`config.mk`:
```
export PLATFORM = sky130hd
export DESIGN_NAME = r_reg_p_flat
export DESIGN_NICKNAME = d
export VERILOG_FILES = /design/src/rtl/r_reg_p_if.sv /design/src/rtl/r_reg_p.sv /design/src/flat_wrapper.sv
export SDC_FILE = /design/constraint.sdc
export NUM_CORES = 1
export LEC_CHECK = 0
export ABC_AREA = 1
export BUFFER_PORTS_ARGS = -buffer_cell sky130_fd_sc_hd__buf_4
export CORE_UTILIZATION = 58
export DETAILED_ROUTE_END_ITERATION = 8
export GPL_TIMING_DRIVEN = 0
export PLACE_DENSITY = 0.89
export SETUP_SLACK_MARGIN = 0.5
export SLEW_MARGIN = 20
export SYNTH_ARGS = -nofsm -noshare
export SYNTH_HDL_FRONTEND = slang
export SYNTH_SLANG_ARGS = --single-unit
```
`constraint.sdc`:
```
create_clock -name clk -period 1.8 [get_ports clk]
set_input_delay 0.18 -clock clk [delete_from_list [all_inputs] [get_ports clk]]
set_output_delay 0.18 -clock clk [all_outputs]
set_load 0.02 [all_outputs]
```
`src/rtl/r_reg_p_if.sv`:
```
// Byte-path bundle between the router controller/FIFO side and the r_reg_p register block.
// The master side drives packet bytes and controller flags; the slave side returns the checked byte stream.
interface r_reg_p_if #(
  parameter int DATA_W     = 8,
  parameter int HOLD_DEPTH = 2,
  parameter int CNT_W      = 8
);
  localparam int HC_W = $clog2(HOLD_DEPTH + 1);

  logic              pkt_valid;
  logic [DATA_W-1:0] data_in;
  logic              fifo_full;
  logic              detect_add;
  logic              lfd_state;
  logic              ld_state;
  logic              laf_state;
  logic              full_state;
  logic              rst_int_reg;
  logic [DATA_W-1:0] dout;
  logic              dout_valid;
  logic              parity_done;
  logic              low_packet_valid;
  logic              err;
  logic              hold_ovf;
  logic [HC_W-1:0]   hold_count;
  logic [CNT_W-1:0]  err_cnt;

  modport master (
    output pkt_valid, data_in, fifo_full, detect_add, lfd_state, ld_state,
           laf_state, full_state, rst_int_reg,
    input  dout, dout_valid, parity_done, low_packet_valid, err, hold_ovf,
           hold_count, err_cnt
  );

  modport slave (
    input  pkt_valid, data_in, fifo_full, detect_add, lfd_state, ld_state,
           laf_state, full_state, rst_int_reg,
    output dout, dout_valid, parity_done, low_packet_valid, err, hold_ovf,
           hold_count, err_cnt
  );
endinterface

```
`src/rtl/r_reg_p.sv`:
```
// Router register block: forwards header/payload bytes, buffers bytes arriving while the
// output FIFO is full, and checks each packet's parity/checksum and length.
module r_reg_p #(
  parameter int DATA_W     = 8,
  parameter int HOLD_DEPTH = 2,
  parameter int PAR_MODE   = 0,
  parameter int CNT_W      = 8
) (
  input  logic        clk,
  input  logic        reset,
  r_reg_p_if.slave    bus
);
  localparam int HC_W  = $clog2(HOLD_DEPTH + 1);
  localparam int PTR_W = (HOLD_DEPTH > 1) ? $clog2(HOLD_DEPTH) : 1;
  localparam logic [PTR_W-1:0] PTR_LAST  = PTR_W'(HOLD_DEPTH - 1);
  localparam logic [HC_W-1:0]  HOLD_FULL = HC_W'(HOLD_DEPTH);
  localparam logic [CNT_W-1:0] ERR_MAX   = '1;

  logic [DATA_W-1:0] header_reg, acc_reg, parity_reg, pay_cnt_reg, dout_reg;
  logic              par_cap_reg, dout_valid_reg, parity_done_reg, parity_done_q_reg;
  logic              low_pv_reg, err_reg, hold_ovf_reg;
  logic [HC_W-1:0]   hold_count_reg;
  logic [PTR_W-1:0]  wr_ptr_reg, rd_ptr_reg;
  logic [CNT_W-1:0]  err_cnt_reg;
  logic [DATA_W-1:0] hold_mem [HOLD_DEPTH];

  logic [DATA_W-1:0] acc_op;
  logic hold_empty, new_pkt, take_lfd, take_ld, take_laf, par_slot;
  logic push_req, push_ok, pop, pass, pd_rise, len_bad, chk_bad;

  generate
    if (PAR_MODE == 0) begin : g_xor
      assign acc_op = acc_reg ^ bus.data_in;
    end else begin : g_sum
      assign acc_op = acc_reg + bus.data_in;
    end
  endgenerate

  // Flag priority: detect_add > lfd_state > ld_state > laf_state; full_state freezes load/pop.
  assign new_pkt    = bus.detect_add && bus.pkt_valid;
  assign take_lfd   = !bus.detect_add && bus.lfd_state;
  assign take_ld    = !bus.detect_add && !bus.lfd_state && bus.ld_state && !bus.full_state;
  assign take_laf   = !bus.detect_add && !bus.lfd_state && !bus.ld_state
                      && bus.laf_state && !bus.full_state;
  assign hold_empty = (hold_count_reg == '0);
  assign par_slot   = take_ld && !bus.pkt_valid && !par_cap_reg;
  // A payload byte must queue behind anything already held to keep byte order.
  assign push_req   = take_ld && ((bus.pkt_valid && (bus.fifo_full || !hold_empty))
                                  || (par_slot && bus.fifo_full));
  assign push_ok    = push_req && (hold_count_reg != HOLD_FULL);
  assign pop        = take_laf && !bus.fifo_full && !hold_empty;
  assign pass       = take_ld && bus.pkt_valid && !bus.fifo_full && hold_empty;
  assign pd_rise    = parity_done_reg && !parity_done_q_reg;
  assign len_bad    = (pay_cnt_reg != {2'b00, header_reg[DATA_W-1:2]});
  assign chk_bad    = (acc_reg != parity_reg) || len_bad || hold_ovf_reg;

  always_ff @(posedge clk) begin
    if (push_ok) hold_mem[wr_ptr_reg] <= bus.data_in;
  end

  always_ff @(posedge clk) begin
    if (reset) begin
      header_reg <= '0; acc_reg <= '0; parity_reg <= '0; pay_cnt_reg <= '0;
      dout_reg <= '0; dout_valid_reg <= 1'b0; par_cap_reg <= 1'b0;
      parity_done_reg <= 1'b0; parity_done_q_reg <= 1'b0; low_pv_reg <= 1'b0;
      err_reg <= 1'b0; hold_ovf_reg <= 1'b0; hold_count_reg <= '0;
      wr_ptr_reg <= '0; rd_ptr_reg <= '0; err_cnt_reg <= '0;
    end else begin
      dout_valid_reg    <= 1'b0;
      parity_done_q_reg <= parity_done_reg;
      if (bus.ld_state && !bus.pkt_valid) low_pv_reg <= 1'b1;
      else if (bus.rst_int_reg)           low_pv_reg <= 1'b0;

      if (new_pkt) begin
        header_reg <= bus.data_in; acc_reg <= '0; parity_reg <= '0; pay_cnt_reg <= '0;
        par_cap_reg <= 1'b0; parity_done_reg <= 1'b0; err_reg <= 1'b0;
        hold_ovf_reg <= 1'b0; hold_count_reg <= '0; wr_ptr_reg <= '0; rd_ptr_reg <= '0;
      end else begin
        if (take_lfd) begin
          dout_reg <= header_reg; dout_valid_reg <= 1'b1; acc_reg <= header_reg;
        end
        if (take_ld && bus.pkt_valid) begin
          acc_reg <= acc_op;
          if (pay_cnt_reg != '1) pay_cnt_reg <= pay_cnt_reg + DATA_W'(1);
        end
        if (pass) begin
          dout_reg <= bus.data_in; dout_valid_reg <= 1'b1;
        end
        if (par_slot) begin
          parity_reg <= bus.data_in; par_cap_reg <= 1'b1;
        end
        if (push_ok) begin
          wr_ptr_reg     <= (wr_ptr_reg == PTR_LAST) ? '0 : wr_ptr_reg + PTR_W'(1);
          hold_count_reg <= hold_count_reg + HC_W'(1);
        end
        if (push_req && !push_ok) hold_ovf_reg <= 1'b1;
        if (pop) begin
          dout_reg       <= hold_mem[rd_ptr_reg]; dout_valid_reg <= 1'b1;
          rd_ptr_reg     <= (rd_ptr_reg == PTR_LAST) ? '0 : rd_ptr_reg + PTR_W'(1);
          hold_count_reg <= hold_count_reg - HC_W'(1);
        end
        if (par_cap_reg && hold_empty) parity_done_reg <= 1'b1;
        // Verdict is taken once, on the cycle after parity_done first rises.
        if (pd_rise && chk_bad) begin
          err_reg <= 1'b1;
          if (!err_reg && err_cnt_reg != ERR_MAX) err_cnt_reg <= err_cnt_reg + CNT_W'(1);
        end
      end
    end
  end

  assign bus.dout             = dout_reg;
  assign bus.dout_valid       = dout_valid_reg;
  assign bus.parity_done      = parity_done_reg;
  assign bus.low_packet_valid = low_pv_reg;
  assign bus.err              = err_reg;
  assign bus.hold_ovf         = hold_ovf_reg;
  assign bus.hold_count       = hold_count_reg;
  assign bus.err_cnt          = err_cnt_reg;
endmodule

```
`src/flat_wrapper.sv`:
```
// flat-port wrapper written by rule: the top's interface ports become plain ports
module r_reg_p_flat 
#(
  parameter int DATA_W     = 8,
  parameter int HOLD_DEPTH = 2,
  parameter int PAR_MODE   = 0,
  parameter int CNT_W      = 8
)
  (clk, reset, bus_pkt_valid, bus_data_in, bus_fifo_full, bus_detect_add, bus_lfd_state, bus_ld_state, bus_laf_state, bus_full_state, bus_rst_int_reg, bus_dout, bus_dout_valid, bus_parity_done, bus_low_packet_valid, bus_err, bus_hold_ovf, bus_hold_count, bus_err_cnt);
  r_reg_p_if #(.DATA_W(DATA_W), .HOLD_DEPTH(HOLD_DEPTH), .CNT_W(CNT_W)) bus_i ();
  input  logic clk;
  input  logic reset;
  input wire logic [$bits(bus_i.pkt_valid)-1:0] bus_pkt_valid;
  input wire logic [$bits(bus_i.data_in)-1:0] bus_data_in;
  input wire logic [$bits(bus_i.fifo_full)-1:0] bus_fifo_full;
  input wire logic [$bits(bus_i.detect_add)-1:0] bus_detect_add;
  input wire logic [$bits(bus_i.lfd_state)-1:0] bus_lfd_state;
  input wire logic [$bits(bus_i.ld_state)-1:0] bus_ld_state;
  input wire logic [$bits(bus_i.laf_state)-1:0] bus_laf_state;
  input wire logic [$bits(bus_i.full_state)-1:0] bus_full_state;
  input wire logic [$bits(bus_i.rst_int_reg)-1:0] bus_rst_int_reg;
  output wire logic [$bits(bus_i.dout)-1:0] bus_dout;
  output wire logic [$bits(bus_i.dout_valid)-1:0] bus_dout_valid;
  output wire logic [$bits(bus_i.parity_done)-1:0] bus_parity_done;
  output wire logic [$bits(bus_i.low_packet_valid)-1:0] bus_low_packet_valid;
  output wire logic [$bits(bus_i.err)-1:0] bus_err;
  output wire logic [$bits(bus_i.hold_ovf)-1:0] bus_hold_ovf;
  output wire logic [$bits(bus_i.hold_count)-1:0] bus_hold_count;
  output wire logic [$bits(bus_i.err_cnt)-1:0] bus_err_cnt;
  assign bus_i.pkt_valid = bus_pkt_valid;
  assign bus_i.data_in = bus_data_in;
  assign bus_i.fifo_full = bus_fifo_full;
  assign bus_i.detect_add = bus_detect_add;
  assign bus_i.lfd_state = bus_lfd_state;
  assign bus_i.ld_state = bus_ld_state;
  assign bus_i.laf_state = bus_laf_state;
  assign bus_i.full_state = bus_full_state;
  assign bus_i.rst_int_reg = bus_rst_int_reg;
  assign bus_dout = bus_i.dout;
  assign bus_dout_valid = bus_i.dout_valid;
  assign bus_parity_done = bus_i.parity_done;
  assign bus_low_packet_valid = bus_i.low_packet_valid;
  assign bus_err = bus_i.err;
  assign bus_hold_ovf = bus_i.hold_ovf;
  assign bus_hold_count = bus_i.hold_count;
  assign bus_err_cnt = bus_i.err_cnt;
  r_reg_p #(.DATA_W(DATA_W), .HOLD_DEPTH(HOLD_DEPTH), .PAR_MODE(PAR_MODE), .CNT_W(CNT_W)) u_core (.clk(clk), .reset(reset), .bus(bus_i));
endmodule
```
==> flow_metrics.py <==
metrics = {
    "run_status": {
        "run_status": "finished, final reports clean",
    },
    "route": {
        "vias": 3794,
        "drc": 0,
        "drt_iter0_drc": 445,
        "wire_per_inst_um": 17.0,
        "wirelength_mm": 11.0,
        "dr.pass1.iters": 6,
        "via_per_inst": 5.89,
        "drtAntennaViolNets": 0,
    },
    "synthesis": {
        "netlist.area_leader.share_pct": 31.9,
        "synth_area_mm2": 0.00377,
        "synth-adder-area-share_pct": 0.664,
        "synth-seq-cells": 76,
        "synthMuxAreaShare_pct": 2.36,
        "yosys_warnings": 0,
        "synth-simple-area-share_pct": 26.3,
        "syn_avg_cell_area_um2": 7.82,
        "syn-num-nets": 502,
        "synth_compound_area_share_pct": 14.9,
        "synth-xor-area-share_pct": 1.39,
        "async_flop_share_pct": 0,
        "synth_edf_count": 16,
        "synth_cell_type_count": 41,
        "synth_top_family_by_area": "simple AND/OR/NAND/NOR gates",
        "synth_top_area_cell": "dfxtp_1",
        "ys.flop_type": "dfxtp_1",
        "netlist_instances": 482,
        "synth-seq-area-share_pct": 44.6,
        "netlist_top_cells_area": "dfxtp_1 32%, edfxtp_1 13%, nand2_1 11%, inv_1 6.8%, a21oi_1 6.1%",
    },
    "power": {
        "p_leak_nw": 2.06,
        "internal_power_mw": 2.56,
        "finalPower_mw": 3.52,
        "p_per_area_mw_per_mm2": 704,
        "seqPwrFrac_pct": 51.0,
        "swShare_pct": 27.3,
        "comb_power_share_pct": 12.8,
        "pwr-share-clk_pct": 36.2,
        "irDropWorstVdd_uv": 494,
        "p_sw_mw": 0.961,
    },
    "setup_path": {
        "path_cells": "inv_2 -> nand2_1 -> nand2_1 -> nor2_1 -> nand2_1 -> nor2_2 -> nand2_2 -> nand3_4 -> nand2_1 -> a21oi_1",
        "path_class": "register to register",
        "cp_max_fo": 8,
        "reg2regPathDepth": 10,
        "cp.arrival_ps": 1810,
        "cp-start-kind": "register",
        "cp.required_ps": 2100,
        "path_depth": 10,
        "cpMostUsedCell": "nand2_1",
        "crit_buf_inv": 1,
        "slowest_stage": "dfxtp_2",
        "crit_path_end_kind": "register",
        "max_stage_delay_ps": 420,
        "crit_family": "simple AND/OR/NAND/NOR gates",
    },
    "cts": {
        "cts_max_path_buffers": 2,
        "insertion_delay_ps": 370,
        "htreeDepth": 3,
        "cts_tree": "built",
        "cts_sinks": 76,
        "cts-buffers-inserted": 9,
        "path_clk_slew_ps": 80,
        "cts-root-buf": "clkbuf_8",
    },
    "sta": {
        "tightest_slew_ps": 492,
        "period_needed_ps": 1510,
        "timing.fmax_mhz": 661,
        "finalSetupTns_ps": 0,
        "slew_viol_final": 0,
        "min_period_over_period_pct": 84.1,
        "relSlewSlack_pct": 67.2,
        "setup_viol": 0,
        "hold_viol": 0,
        "skew_ps": 12.6,
        "rsz0062_at_grt": "yes",
    },
    "floorplan": {
        "ios": 41,
        "rows": 29,
        "die_w_um": 82.6,
        "coreArea_mm2": 0.00631,
        "die-area_mm2": 0.00682,
        "die_height_um": 82.6,
        "start_util_pct": 59.7,
    },
    "layout": {
        "fin_util_pct": 79.2,
        "largest-register": "u_core.hold_mem",
        "largest_reg_flops": 16,
        "drive_gt1_share_pct": 34.6,
        "nets": 583,
        "fin_area_mm2": 0.00500,
        "areaGrowthSynthToFinish_pct": 32.7,
        "diodes": 0,
    },
    "global_routing": {
        "grt_max_degree": 13,
        "grt_overflow": 0,
        "grt_pass1_vias": 3338,
        "grt_pass1_wl_mm": 15.4,
        "grt_antenna_before_repair": 0,
        "gr-usage-all-layers_pct": 31.2,
    },
    "run": {
        "drv_cap": 0,
    },
    "min_path": {
        "holdPathStages": 1,
        "hold_path.class": "primary input to register",
    },
    "place": {
        "placed_area_mm2": 0.00428,
        "dpl.hpwl_mm": 6.37,
        "gp_congestion": 0.907,
        "numPortBuffers": 39,
    },
}
## Yosys cell counts, types with 2 or more instances
cell type,count
a21oi_1,46
a31oi_1,9
buf_1,2
buf_2,4
buf_4,2
clkbuf_1,4
dfxtp_1,60
edfxtp_1,16
ha_1,2
inv_1,68
inv_2,6
mux2_2,7
nand2_1,108
nand2_2,8
nand3_1,23
nand3_2,3
nand4_1,13
nor2_1,39
nor2_2,2
nor2_8,2
o211ai_1,10
o211ai_2,4
o21ai_0,19
o21ai_1,3
o21ai_4,2
xnor2_1,3
xor2_1,3
## cells by family after synthesis
group           after synthesis
mux                           8
compound gates               94
fa+ha+maj                     2
simple gates                207
xor+xnor                      6
buf+inv                      89
flops                        76
## power by group through the flow
stage	Combinational (mW)	Sequential, mW	Clock, mW
2_1_floorplan	0.210	1.85	0
3_3_place_gp	0.354	1.84	0
3_5_place_dp	0.361	1.84	0
4_1_cts	0.408	1.80	1.25
5_1_grt	0.482	1.80	1.33
6_report	0.451	1.80	1.27
## layer usage
layer	GRT usage [%]	vias up	routed length (um)
met2	52.2	260	5260
met1	35.8	1716	4190
met4	21.6	0	633
li1	-	1743	-
met5	0	-	0
met3	6.04	75	889
## placed cells by master, fill, tap and decap left out, types with 8 or more instances in the layout
cell        n
buf_4      59
edfxtp_1   16
o211ai_1   10
nor2_1     28
inv_2      10
nor2_2     10
a21oi_1    40
clkbuf_8   10
o21ai_0    18
nand3_1    15
buf_6       8
inv_1      60
nand2_1   105
dfxtp_2    16
a31oi_1     9
nand4_1    13
dfxtp_1    38
## worst reg2reg max path: cells and delay by family, from the launching register on
family / cells / cell delay (ps)
simple gates: 8 / 830
buf+inv: 1 / 80
flops: 1 / 420
compound gates: 1 / 140
## final timing paths
path | from | slack [ps] | end
setup / recovery | u_core.pay_cnt_reg[2]$_SDFFE_PP0P_ | 290 | u_core.bus.err_cnt[7]$_SDFFE_PP0P_
hold / removal | bus_data_in[4] | 40 | u_core.hold_mem[1][4]$_DFFE_PP_
setup reg to reg | u_core.pay_cnt_reg[2]$_SDFFE_PP0P_ | 290 | u_core.bus.err_cnt[7]$_SDFFE_PP0P_
hold reg to reg | u_core.bus.low_packet_valid$_SDFFE_PP0P_ | 470 | u_core.bus.low_packet_valid$_SDFFE_PP0P_
## what timing repair did
action	4_1_cts	5_1_grt
setup endpoints to repair	43	46
gates resized for setup	40	32
buffers inserted	17	11
hold endpoints to repair	0	0
hold buffers	0	0
gates cloned	3	0
pin swaps	20	14
## final cells by class
| type | count | area (um2) |
|---|---|---|
| Fill cell | 379 | 1310 |
| Clock buffer | 13 | 170 |
| Timing Repair Buffer | 70 | 629 |
| Sequential cell | 76 | 1720 |
| Tap cell | 77 | 96.3 |
| Inverter | 75 | 320 |
| Clock inverter | 2 | 16.3 |
| Multi-Input combinational cell | 317 | 1950 |
| Buffer | 14 | 92.6 |
## through the flow
stage | hold slack (ps) | std cells | setup slack (ps)
3_5_place_dp | 405 | 598 | 0.0705
4_1_cts | 37.3 | 633 | 428
2_1_floorplan | 279 | 482 | 381
5_1_grt | 48.8 | 644 | 193
3_3_place_gp | 405 | 598 | 11.3
6_report | 37.7 | 644 | 286
No activity file was read; power rests on OpenSTA's default activity.
